`config.mk`:
```
export PLATFORM = sky130hd
export DESIGN_NAME = accum8_seq
export DESIGN_NICKNAME = d
export VERILOG_FILES = /design/src/rtl/accum8_seq.sv
export SDC_FILE = /design/constraint.sdc
export NUM_CORES = 1
export LEC_CHECK = 0
export ABC_AREA = 1
export BUFFER_PORTS_ARGS = -buffer_cell sky130_fd_sc_hd__buf_2
export CAP_MARGIN = 20
export CORE_MARGIN = 10
export CORE_UTILIZATION = 26
export CTS_CLUSTER_DIAMETER = 30
export CTS_CLUSTER_SIZE = 8
export DETAILED_ROUTE_END_ITERATION = 10
export SYNTH_ARGS = -nofsm -noshare
export SYNTH_HDL_FRONTEND = slang
export SYNTH_SLANG_ARGS = --single-unit
```
`constraint.sdc`:
```
create_clock -name clk -period 3.6 [get_ports clk]
set_clock_uncertainty 0.1 [all_clocks]
set_input_delay 0.18 -clock clk [delete_from_list [all_inputs] [get_ports clk]]
set_output_delay 0.18 -clock clk [all_outputs]
set_load 0.01 [all_outputs]
```
`src/rtl/accum8_seq.sv`:
```
// accum8_seq: multi-operand accumulator with carry count; define ACCUM8_SAT_EN for saturating mode with sat flag
module accum8_seq #(
  parameter int WIDTH = 8,
  parameter int CNT_W = 4
) (
  input  logic                   clk,
  input  logic                   rst_n,
  input  logic                   start,
  input  logic [CNT_W-1:0]       num_ops,
  input  logic                   in_valid,
  output logic                   in_ready,
  input  logic [WIDTH-1:0]       in_data,
  output logic                   out_valid,
  input  logic                   out_ready,
  output logic [WIDTH+CNT_W-1:0] sum_out,
  output logic                   busy
`ifdef ACCUM8_SAT_EN
  ,
  output logic                   sat
`endif
);
  typedef enum logic [1:0] {IDLE, ACCUM, DONE} state_t;
  state_t r_state, w_next;
  logic [WIDTH-1:0] r_acc, w_s;
  logic [CNT_W-1:0] r_carry, r_rem;
  logic w_cout, w_acc_en, w_clr;
`ifdef ACCUM8_SAT_EN
  logic r_sat;
  assign sat = r_sat;
`endif
  assign {w_cout, w_s} = {1'b0, r_acc} + {1'b0, in_data};
  assign in_ready  = r_state == ACCUM;
  assign out_valid = r_state == DONE;
  assign busy      = r_state != IDLE;
  assign sum_out   = {r_carry, r_acc};
  assign w_acc_en  = in_valid && in_ready;
  assign w_clr     = r_state == IDLE && start;
  always_comb begin
    w_next = r_state;
    if (w_clr) w_next = (num_ops == '0) ? DONE : ACCUM;
    else if (w_acc_en && r_rem == CNT_W'(1)) w_next = DONE;
    else if (out_valid && out_ready) w_next = IDLE;
  end
  always_ff @(posedge clk or negedge rst_n) begin
    if (!rst_n) begin
      r_state <= IDLE;
      r_acc   <= '0;
      r_carry <= '0;
      r_rem   <= '0;
`ifdef ACCUM8_SAT_EN
      r_sat   <= 1'b0;
`endif
    end else begin
      r_state <= w_next;
      if (w_clr) begin
        r_acc   <= '0;
        r_carry <= '0;
        r_rem   <= num_ops;
`ifdef ACCUM8_SAT_EN
        r_sat   <= 1'b0;
`endif
      end else if (w_acc_en) begin
        r_rem <= r_rem - 1'b1;
`ifdef ACCUM8_SAT_EN
        r_acc <= w_cout ? '1 : w_s;
        r_sat <= r_sat | w_cout;
`else
        r_acc   <= w_s;
        r_carry <= (&r_carry) ? r_carry : r_carry + CNT_W'(w_cout);
`endif
      end
    end
  end
endmodule

```
==> summary by stage, run 1 <==
Cells and area
The number of antenna diodes in the final layout is 0. The fraction of final layout cells with drive strength greater than 1 is 0.226. The design area is 0.00154 sq mm. The number of nets at the end of the flow is 230. Compared with the post-synthesis result, the final layout area differs by 23.0%.

CTS
After clock tree synthesis, the flow added hold-fix buffers numbering 1. The clock transition at the registers of the reported paths is 0.07 ns. The number of buffers created by CTS is 3.

Post-CTS repair changed the size of 0 cells. The clock sink total is 18. The clock tree from TritonCTS is done.

The cell sitting at the root of the clock tree is a sky130_fd_sc_hd__clkbuf_8. The clock insertion delay at the later pin of the skew report is 0.25 ns. The maximum level of the CTS H-tree is 1.

The buffer depth of the longest clock path is 2. In this run the post-CTS setup repair buffer count came out at 0.

Die
Measured along the y axis, the die boundary spans 89.4 um. The starting utilization of the core area is 0.267. The core region is 0.00469 sq mm.

The die covers 0.00799 sq mm. The number of rows in the core area is 25. The x dimension of the die is 89.4 um. Pin placement for this block handled 32 I/O pins.

Routing
For this block, the initial DRC count from the detailed router was 28. Wires add up to 2940 um. Across all layers, the routed design uses 1130 vias. The pre-antenna-repair detailed-routing pass consisted of 4 iterations. After detailed routing, the number of vias per cell comes to 4.47. After detailed routing, the number of remaining DRC violations is 0. The detail route stage leaves a number of antenna-violating nets equal to 0.

Dividing the detail-routed wire length by the instance count gives 11.6 um.

Place
Summed over all nets, the half-perimeter wirelength after detailed placement is 2320 um. The area of placed instances is 0.00148 sq mm. The routability congestion estimate is 0.825. The placement-stage worst setup slack is 1.27 ns. In this run the tool buffered the top-level ports with 31 buffer cells.

Worst setup path
The end point of the critical path is r_carry[2]. STA classifies the critical path endpoint as a register. The category of the worst setup path launch point is a register. Data on the critical path is required at its endpoint by 3.64 ns. Of all nets on the critical path, the largest fanout is 3. The path type of the worst setup path is register to register. The endpoint identified for the worst register-to-register timing path is r_carry[2]. In this run the worst setup path begins at r_acc[0]. The startpoint identified for the worst register-to-register timing path is r_acc[0]. For the worst flop-to-flop path, the logic depth is 14. The worst endpoint data arrival time is 2.37 ns. The slack of the worst reg-to-reg path is 1.27 ns.

Power
The power per cell area is 775 mW/mm^2. The leakage power total is 0.865 nW. The maximum VDD drop is 0.180 mV.

The completed layout was analyzed and its total power is 1.19 mW.

Global routing
The total track usage is 0.0793. For this run the aggregate overflow at the end of global routing stands at 0. The via count of the first global-routing pass is 1154.

The number of antenna violations at the first check in global routing is 0. Entering global routing, the biggest net connects 19 pins. The first global-routing pass estimated 5000 um of wire.

Hold path
The origin of the worst min-delay path is num_ops[1]. The worst min-delay path class is input pin to register.

Timing
In the finished design, the share of the clock period the worst path needs comes to 0.647. The final critical-path setup slack is 1.27 ns. Counting I/O delays and the setup requirement, the final critical path takes 2.33 ns. The final max-slew violation count is 0.

In the final timing run, aggregate negative setup slack is 0 ns. The number of failing setup endpoints in the final timing report is 0. The worst pin sits at a relative slew slack of 0.710. Setup repair after global routing left no endpoint under its margin.

The highest achievable clock rate is 430 MHz. The final hold violation count is 0. For the pin with the worst max-slew slack, the measured transition is 0.435 ns.

Yosys
The net count after synthesis is 193. The average instance in the mapped netlist occupies 7.68 sq um. By area the synthesized netlist is led by sky130_fd_sc_hd__dfrtp_1 36%, sky130_fd_sc_hd__nand2_1 18%, sky130_fd_sc_hd__ha_1 12%. In the synthesized netlist, the number of instances is 163. The share of synthesized area in the top cell type comes to 0.360.

Summed over all instances, the cell type with the most area after synthesis is sky130_fd_sc_hd__dfrtp_1. Counting flops and latches in the post-synthesis netlist gives 18. The count of different cell masters after synthesis is 24. The sequential-to-total area share from yosys stat is 0.360. The count of warnings emitted by yosys is 0.

The summed instance area of the synthesized netlist is 0.00125 sq mm.

Run status
The flow ran to the end, and the final reports show no timing, DRC or antenna violations.

Flow run
The count of max-cap constraint violations is 0.
[worst min path at each step]
stage	depth (start not counted)	slack (ns)	endpoint
final	3	0.07	r_rem[1]
after detailed placement	1	0.05	r_acc[0]
after floorplan	0	-0.22	r_acc[0]
after CTS	3	0.06	r_rem[1]
after global routing	3	0.08	r_rem[3]
after global placement	1	0.05	r_acc[0]
[Yosys cell counts]
| cell type | number |
|---|---|
| sky130_fd_sc_hd__nand4_1 | 2 |
| sky130_fd_sc_hd__inv_4 | 1 |
| sky130_fd_sc_hd__nand3_1 | 13 |
| sky130_fd_sc_hd__o211ai_1 | 1 |
| sky130_fd_sc_hd__inv_2 | 2 |
| sky130_fd_sc_hd__nand3_4 | 1 |
| sky130_fd_sc_hd__a21oi_1 | 5 |
| sky130_fd_sc_hd__nor2_1 | 10 |
| sky130_fd_sc_hd__a21boi_1 | 1 |
| sky130_fd_sc_hd__nand2_4 | 2 |
| sky130_fd_sc_hd__o21ai_0 | 2 |
| sky130_fd_sc_hd__nand3b_1 | 2 |
| sky130_fd_sc_hd__or2_2 | 1 |
| sky130_fd_sc_hd__ha_1 | 12 |
| sky130_fd_sc_hd__o221ai_1 | 2 |
| sky130_fd_sc_hd__o21ai_1 | 3 |
| sky130_fd_sc_hd__fa_1 | 1 |
| sky130_fd_sc_hd__inv_1 | 18 |
| sky130_fd_sc_hd__a22o_1 | 2 |
| sky130_fd_sc_hd__o211ai_2 | 1 |
| sky130_fd_sc_hd__dfrtp_1 | 18 |
| sky130_fd_sc_hd__nand2_1 | 59 |
| sky130_fd_sc_hd__nor2_4 | 2 |
| sky130_fd_sc_hd__xnor2_1 | 2 |
[critical path, stage by stage, from the launching register on]
cell and delay [ns]:
sky130_fd_sc_hd__dfrtp_1 0.39, sky130_fd_sc_hd__ha_1 0.21, sky130_fd_sc_hd__fa_1 0.40, sky130_fd_sc_hd__nand2_1 0.08, sky130_fd_sc_hd__nand2_1 0.07, sky130_fd_sc_hd__nand3_1 0.09, sky130_fd_sc_hd__nand2_1 0.06, sky130_fd_sc_hd__nand2_1 0.07
sky130_fd_sc_hd__nand2_1 0.05, sky130_fd_sc_hd__nand2_1 0.05, sky130_fd_sc_hd__nand2_1 0.05, sky130_fd_sc_hd__ha_1 0.20, sky130_fd_sc_hd__ha_1 0.20, sky130_fd_sc_hd__a21oi_1 0.15, sky130_fd_sc_hd__nor2_1 0.06
[through the flow]
step,hold WS [ns],utilization,cells
detailed placement,0.0538,0.314,248
finish,0.0681,0.328,253
CTS,0.0587,0.328,253
global route,0.0757,0.328,253
floorplan,-0.216,-,163
global placement,0.0488,0.314,248
[flip-flops by register name (all words and copies together) (netlist names)]
| signal | cells |
|---|---|
| r_rem | 4 |
| r_acc | 8 |
| r_carry | 4 |
| r_state | 2 |
[cell families (layout without fill, tap and decap cells)]
family	count (synthesis)	in the layout	share of synthesized area
flops	18	18	0.360
buf+inv	21	57	0.0649
xor+xnor	2	2	0.0140
simple gates	92	92	0.336
fa+ha+maj	13	13	0.136
compound gates	17	17	0.0899
[where the power goes]
part / internal, mW / switching, mW / leakage (nW)
clock network: 0.0972 / 0.0712 / 0.0288
logic: 0.267 / 0.392 / 0.608
registers: 0.290 / 0.0766 / 0.228
[cells in the final DEF, fill, tap and decap left out]
cell type / n
sky130_fd_sc_hd__inv_2: 2
sky130_fd_sc_hd__nor2_1: 10
sky130_fd_sc_hd__nor2_4: 2
sky130_fd_sc_hd__nand3_1: 13
sky130_fd_sc_hd__o21ai_0: 2
sky130_fd_sc_hd__nand2_4: 2
sky130_fd_sc_hd__xnor2_1: 2
sky130_fd_sc_hd__dfrtp_1: 18
sky130_fd_sc_hd__nand3_4: 1
sky130_fd_sc_hd__nand3b_1: 2
sky130_fd_sc_hd__nand2_1: 59
sky130_fd_sc_hd__or2_2: 1
sky130_fd_sc_hd__inv_1: 18
sky130_fd_sc_hd__a22o_1: 2
sky130_fd_sc_hd__a21boi_1: 1
sky130_fd_sc_hd__clkbuf_8: 4
sky130_fd_sc_hd__o211ai_1: 1
sky130_fd_sc_hd__o221ai_1: 2
sky130_fd_sc_hd__fa_1: 1
sky130_fd_sc_hd__buf_2: 31
sky130_fd_sc_hd__a21oi_1: 5
sky130_fd_sc_hd__ha_1: 12
sky130_fd_sc_hd__dlygate4sd3_1: 1
sky130_fd_sc_hd__o21ai_1: 3
sky130_fd_sc_hd__nand4_1: 2
sky130_fd_sc_hd__o211ai_2: 1
sky130_fd_sc_hd__inv_4: 1
[layout make-up]
type                    count  area [sq um]
fillers                   519          3150
repair buffers             32           165
multi-input cells         124           721
well taps                  54          67.6
inverters                  21          81.3
flip-flops and latches     18           450
clock buffers               4          55.1
[metal layers]
layer / global-route usage / wire length (um) / vias up / part of all wire
met1: 0.0955 / 1410 / 509 / 0.48
met3: 0.0182 / 149 / 2 / 0.051
met4: 0.0390 / 36 / 0 / 0.012
met2: 0.129 / 1340 / 22 / 0.46
met5: 0 / 0 / - / 0
li1: - / - / 597 / -
No activity file was read; power rests on OpenSTA's default activity.
==> run 2: changes to the inputs <==
==> constraint.sdc (replaced) <==
create_clock -name clk -period 1.9 [get_ports clk]
set_clock_uncertainty 0.1 [all_clocks]
set_input_delay 0.095 -clock clk [delete_from_list [all_inputs] [get_ports clk]]
set_output_delay 0.095 -clock clk [all_outputs]
set_load 0.01 [all_outputs]
==> summary by stage, run 2 (synthesis gave the netlist of run 1 again) <==
Run status
The checks that failed: negative setup slack. The flow ran to the end, but the final reports show violations.

Worst setup path
The startpoint identified for the worst register-to-register timing path is r_acc[0]. The worst endpoint data arrival time is 2.15 ns (-0.22 ns). The data required time of the worst path is 1.95 ns (-1.69 ns). The path type of the worst setup path is register to register. The worst setup path is captured at a register. The slack of the worst reg-to-reg path is -0.21 ns (-1.48 ns). The capture instance of the worst register-to-register path is r_carry[2]. The maximum fanout along the worst path is 3 (unchanged). The category of the worst setup path launch point is a register.

The cell depth of the worst flop-to-flop path was 14 (unchanged).

Cells and area
In the final layout, the registers with the most flip-flops are r_acc x8, r_carry x4, r_rem x4. The area added between synthesis and finish is 37.2%. The number of diodes is 0 (unchanged). The largest register by flop count is r_acc. The area used by sequential logic in the layout came to 450 sq um (unchanged).

The top cell types in the final layout, fill and taps aside, are 55 x sky130_fd_sc_hd__nand2_1, 31 x sky130_fd_sc_hd__buf_2, 18 x sky130_fd_sc_hd__inv_1, 18 x sky130_fd_sc_hd__dfrtp_1, 15 x sky130_fd_sc_hd__buf_4. The area of the multi-input gates is 769 sq um (+6.8%). The filler-free cell count of the finished design came to 270 (+6.7%). The fraction of final layout cells with drive strength greater than 1 is 0.319 (+0.0933). The number of nets at the end of the flow is 248 (+7.8%). The library cell used most frequently in the layout, excluding fill and tap cells, is sky130_fd_sc_hd__nand2_1.

The number of flip-flops in the largest register is 8 (unchanged). The number of fillers in the final layout is 490 (-5.6%).

Routing
The number of design rule violations left after detail routing came to 0 (unchanged). The routed wire length is 3120 um (+6.1%). The detail-routed via count per cell is 4.52 (+1.2%).

The detailed-routing iteration count for the pre-antenna-repair pass is 6 (+2). The routed length per instance is 11.6 um (-0.56%). The via count was 1220 (+8.0%). The DRC marker count from the first detailed-route iteration was 34 (+21%). The number of routed nets with antenna violations is 0 (unchanged).

Power
The internal power contribution came to 1.38 mW (+110%). The final total power is 2.47 mW (+110%). The net switching fraction of the power came to 0.443 (-0.00888). The switching power of the nets came to 1.09 mW (+100%). The sequential share of power is 0.281 (-0.026).

The power share of the combinational group came to 0.610 (+0.058). The power per cell area is 1440 mW/mm^2 (+86%). The maximum VDD drop is 0.324 mV (+80%). The clock power share is 0.109 (-0.032).

The leakage power total is 0.938 nW (+8.5%).

Timing
The final max-slew violation count is 0 (unchanged). Setup repair after global routing could not meet its margin everywhere. The number of failing setup endpoints in the final timing report is 4 (+4). The slew at the pin closest to its max-slew limit was 0.431 ns (-0.00400 ns).

The clock period minus worst slack is 2.11 ns (-0.220 ns). The final critical-path setup slack is -0.208 ns (-1.48 ns). The final worst-path cycle share is 1.11 (+0.463). The final hold violation count is 0 (unchanged).

The worst slew margin relative to its limit was 0.712 (+0.00267). The highest achievable clock rate is 474 MHz (+10%).

Hold path
The worst hold path begins at num_ops[0]. The number of cells on the worst hold path was 3 (unchanged). The endpoint of the worst hold path is r_rem[0]. In this run the worst hold path is classified as input pin to register.

Flow run
The count of max-cap constraint violations was 0 (unchanged).

Die
The starting utilization of the core area is 0.267 (unchanged). The floorplan core area is 0.00469 sq mm (unchanged). The x dimension of the die was 89.4 um (unchanged).

The overall die area is 0.00799 sq mm (unchanged). The die extent in y is 89.4 um (unchanged). The boundary pin count is 32 (unchanged). The number of rows in the core area is 25 (unchanged).

Global routing
The maximum number of pins on one net before global-route repair is 19 (unchanged). The global-route wire length before repair is 5400 um (+8.0%). The total track usage is 0.0837 (+0.00436). The number of antenna violations at the first check in global routing is 0 (unchanged).

The total global routing overflow is 0 (unchanged). The via count of the first global-routing pass is 1255 (+8.8%).

Place
The number of placed instances, taps included was 259 (+4.4%). The placement-stage worst setup slack is -0.277 ns (-1.55 ns). The number of port buffers is 31 (unchanged). The post-DP HPWL is 2510 um (+7.9%). The routability congestion estimate was 0.753 (-8.8%).

CTS
The buffer depth of the longest clock path is 2 (unchanged). The clock insertion delay at the later pin of the skew report is 0.25 ns (about the same). The maximum level of the CTS H-tree is 1 (unchanged).

TritonCTS built the clock tree. The clock transition at the registers of the reported paths was 0.07 ns (about the same). The clock tree root driver cell is sky130_fd_sc_hd__clkbuf_8. The clock sink total is 18 (unchanged).

The number of buffers created by CTS is 3 (unchanged).
run 2: cell count changes in the layout (fill, tap and decap cells not counted), moves of 2 or more:
cell	change
sky130_fd_sc_hd__dlygate4sd3_1	+3
sky130_fd_sc_hd__buf_4	+15
sky130_fd_sc_hd__nand2_2	+4
sky130_fd_sc_hd__nand2_1	-4
sky130_fd_sc_hd__ha_4	+2
sky130_fd_sc_hd__ha_1	-3
run 2: per-layer routing:
metal	part of all wire	GRT usage	vias up
li1	-	-	635
met1	0.46	0.0983	558
met2	0.48	0.140	23
met3	0.040	0.0155	4
met4	0.017	0.0462	0
met5	0	0	-
run 2: cell type report:
cell class              count  area share
well taps                  54      0.0393
multi-input cells         124       0.448
flip-flops and latches     18       0.262
inverters                  21      0.0473
repair buffers             50       0.179
clock buffers               3      0.0240
run 2: worst max-delay path, cell delays in order (launching register included):
cell and delay, ns:
sky130_fd_sc_hd__dfrtp_1 0.39, sky130_fd_sc_hd__ha_2 0.19, sky130_fd_sc_hd__fa_2 0.35, sky130_fd_sc_hd__nand2_2 0.07
sky130_fd_sc_hd__nand2_2 0.06, sky130_fd_sc_hd__nand3_2 0.07, sky130_fd_sc_hd__nand2_1 0.05, sky130_fd_sc_hd__nand2_1 0.08
sky130_fd_sc_hd__nand2_1 0.05, sky130_fd_sc_hd__nand2_1 0.06, sky130_fd_sc_hd__nand2_2 0.06, sky130_fd_sc_hd__ha_4 0.17
sky130_fd_sc_hd__ha_4 0.15, sky130_fd_sc_hd__a21oi_2 0.12, sky130_fd_sc_hd__nor2_1 0.05
run 2: worst max-delay path by stage:
| stage | startpoint | end | slack, ns | cells past startpoint |
|---|---|---|---|---|
| after floorplan | r_acc[0] | r_carry[2] | -0.23 | 14 |
| after global placement | r_acc[0] | r_carry[2] | -0.22 | 14 |
| after detailed placement | r_acc[0] | r_carry[2] | -0.28 | 14 |
| after CTS | r_acc[0] | r_carry[2] | -0.23 | 15 |
| after global routing | r_acc[0] | r_carry[2] | -0.38 | 14 |
| final | r_acc[0] | r_carry[2] | -0.21 | 14 |
run 2: timing repair:
| item | in CTS | in global routing |
|---|---|---|
| endpoints found under the setup margin | 4 | 4 |
| pin swaps | 4 | 1 |
| hold endpoints to repair | 21 | 0 |
| hold buffers | 4 | 0 |
| setup buffers | 2 | 2 |
| resized for setup | 2 | 3 |
run 2: power groups by stage:
stage / combinational (mW) / clock (mW) / sequential [mW]
2_1_floorplan: 0.896 / 0 / 0.737
6_report: 1.51 / 0.271 / 0.693
3_5_place_dp: 1.46 / 0 / 0.699
4_1_cts: 1.49 / 0.284 / 0.693
3_3_place_gp: 1.43 / 0 / 0.694
5_1_grt: 1.74 / 0.296 / 0.716
run 2: stage by stage:
stage / TNS [ns] / instance area, sq um / hold WS [ns] / utilization
2_1_floorplan: -0.634 / 1280 / -0.301 / -
3_3_place_gp: -0.621 / 1590 / -0.0360 / 0.339
3_5_place_dp: -0.805 / 1590 / -0.0299 / 0.339
4_1_cts: -0.660 / 1700 / 0.00538 / 0.361
5_1_grt: -1.26 / 1720 / 0.0171 / 0.366
6_report: -0.575 / 1720 / 0.00586 / 0.366
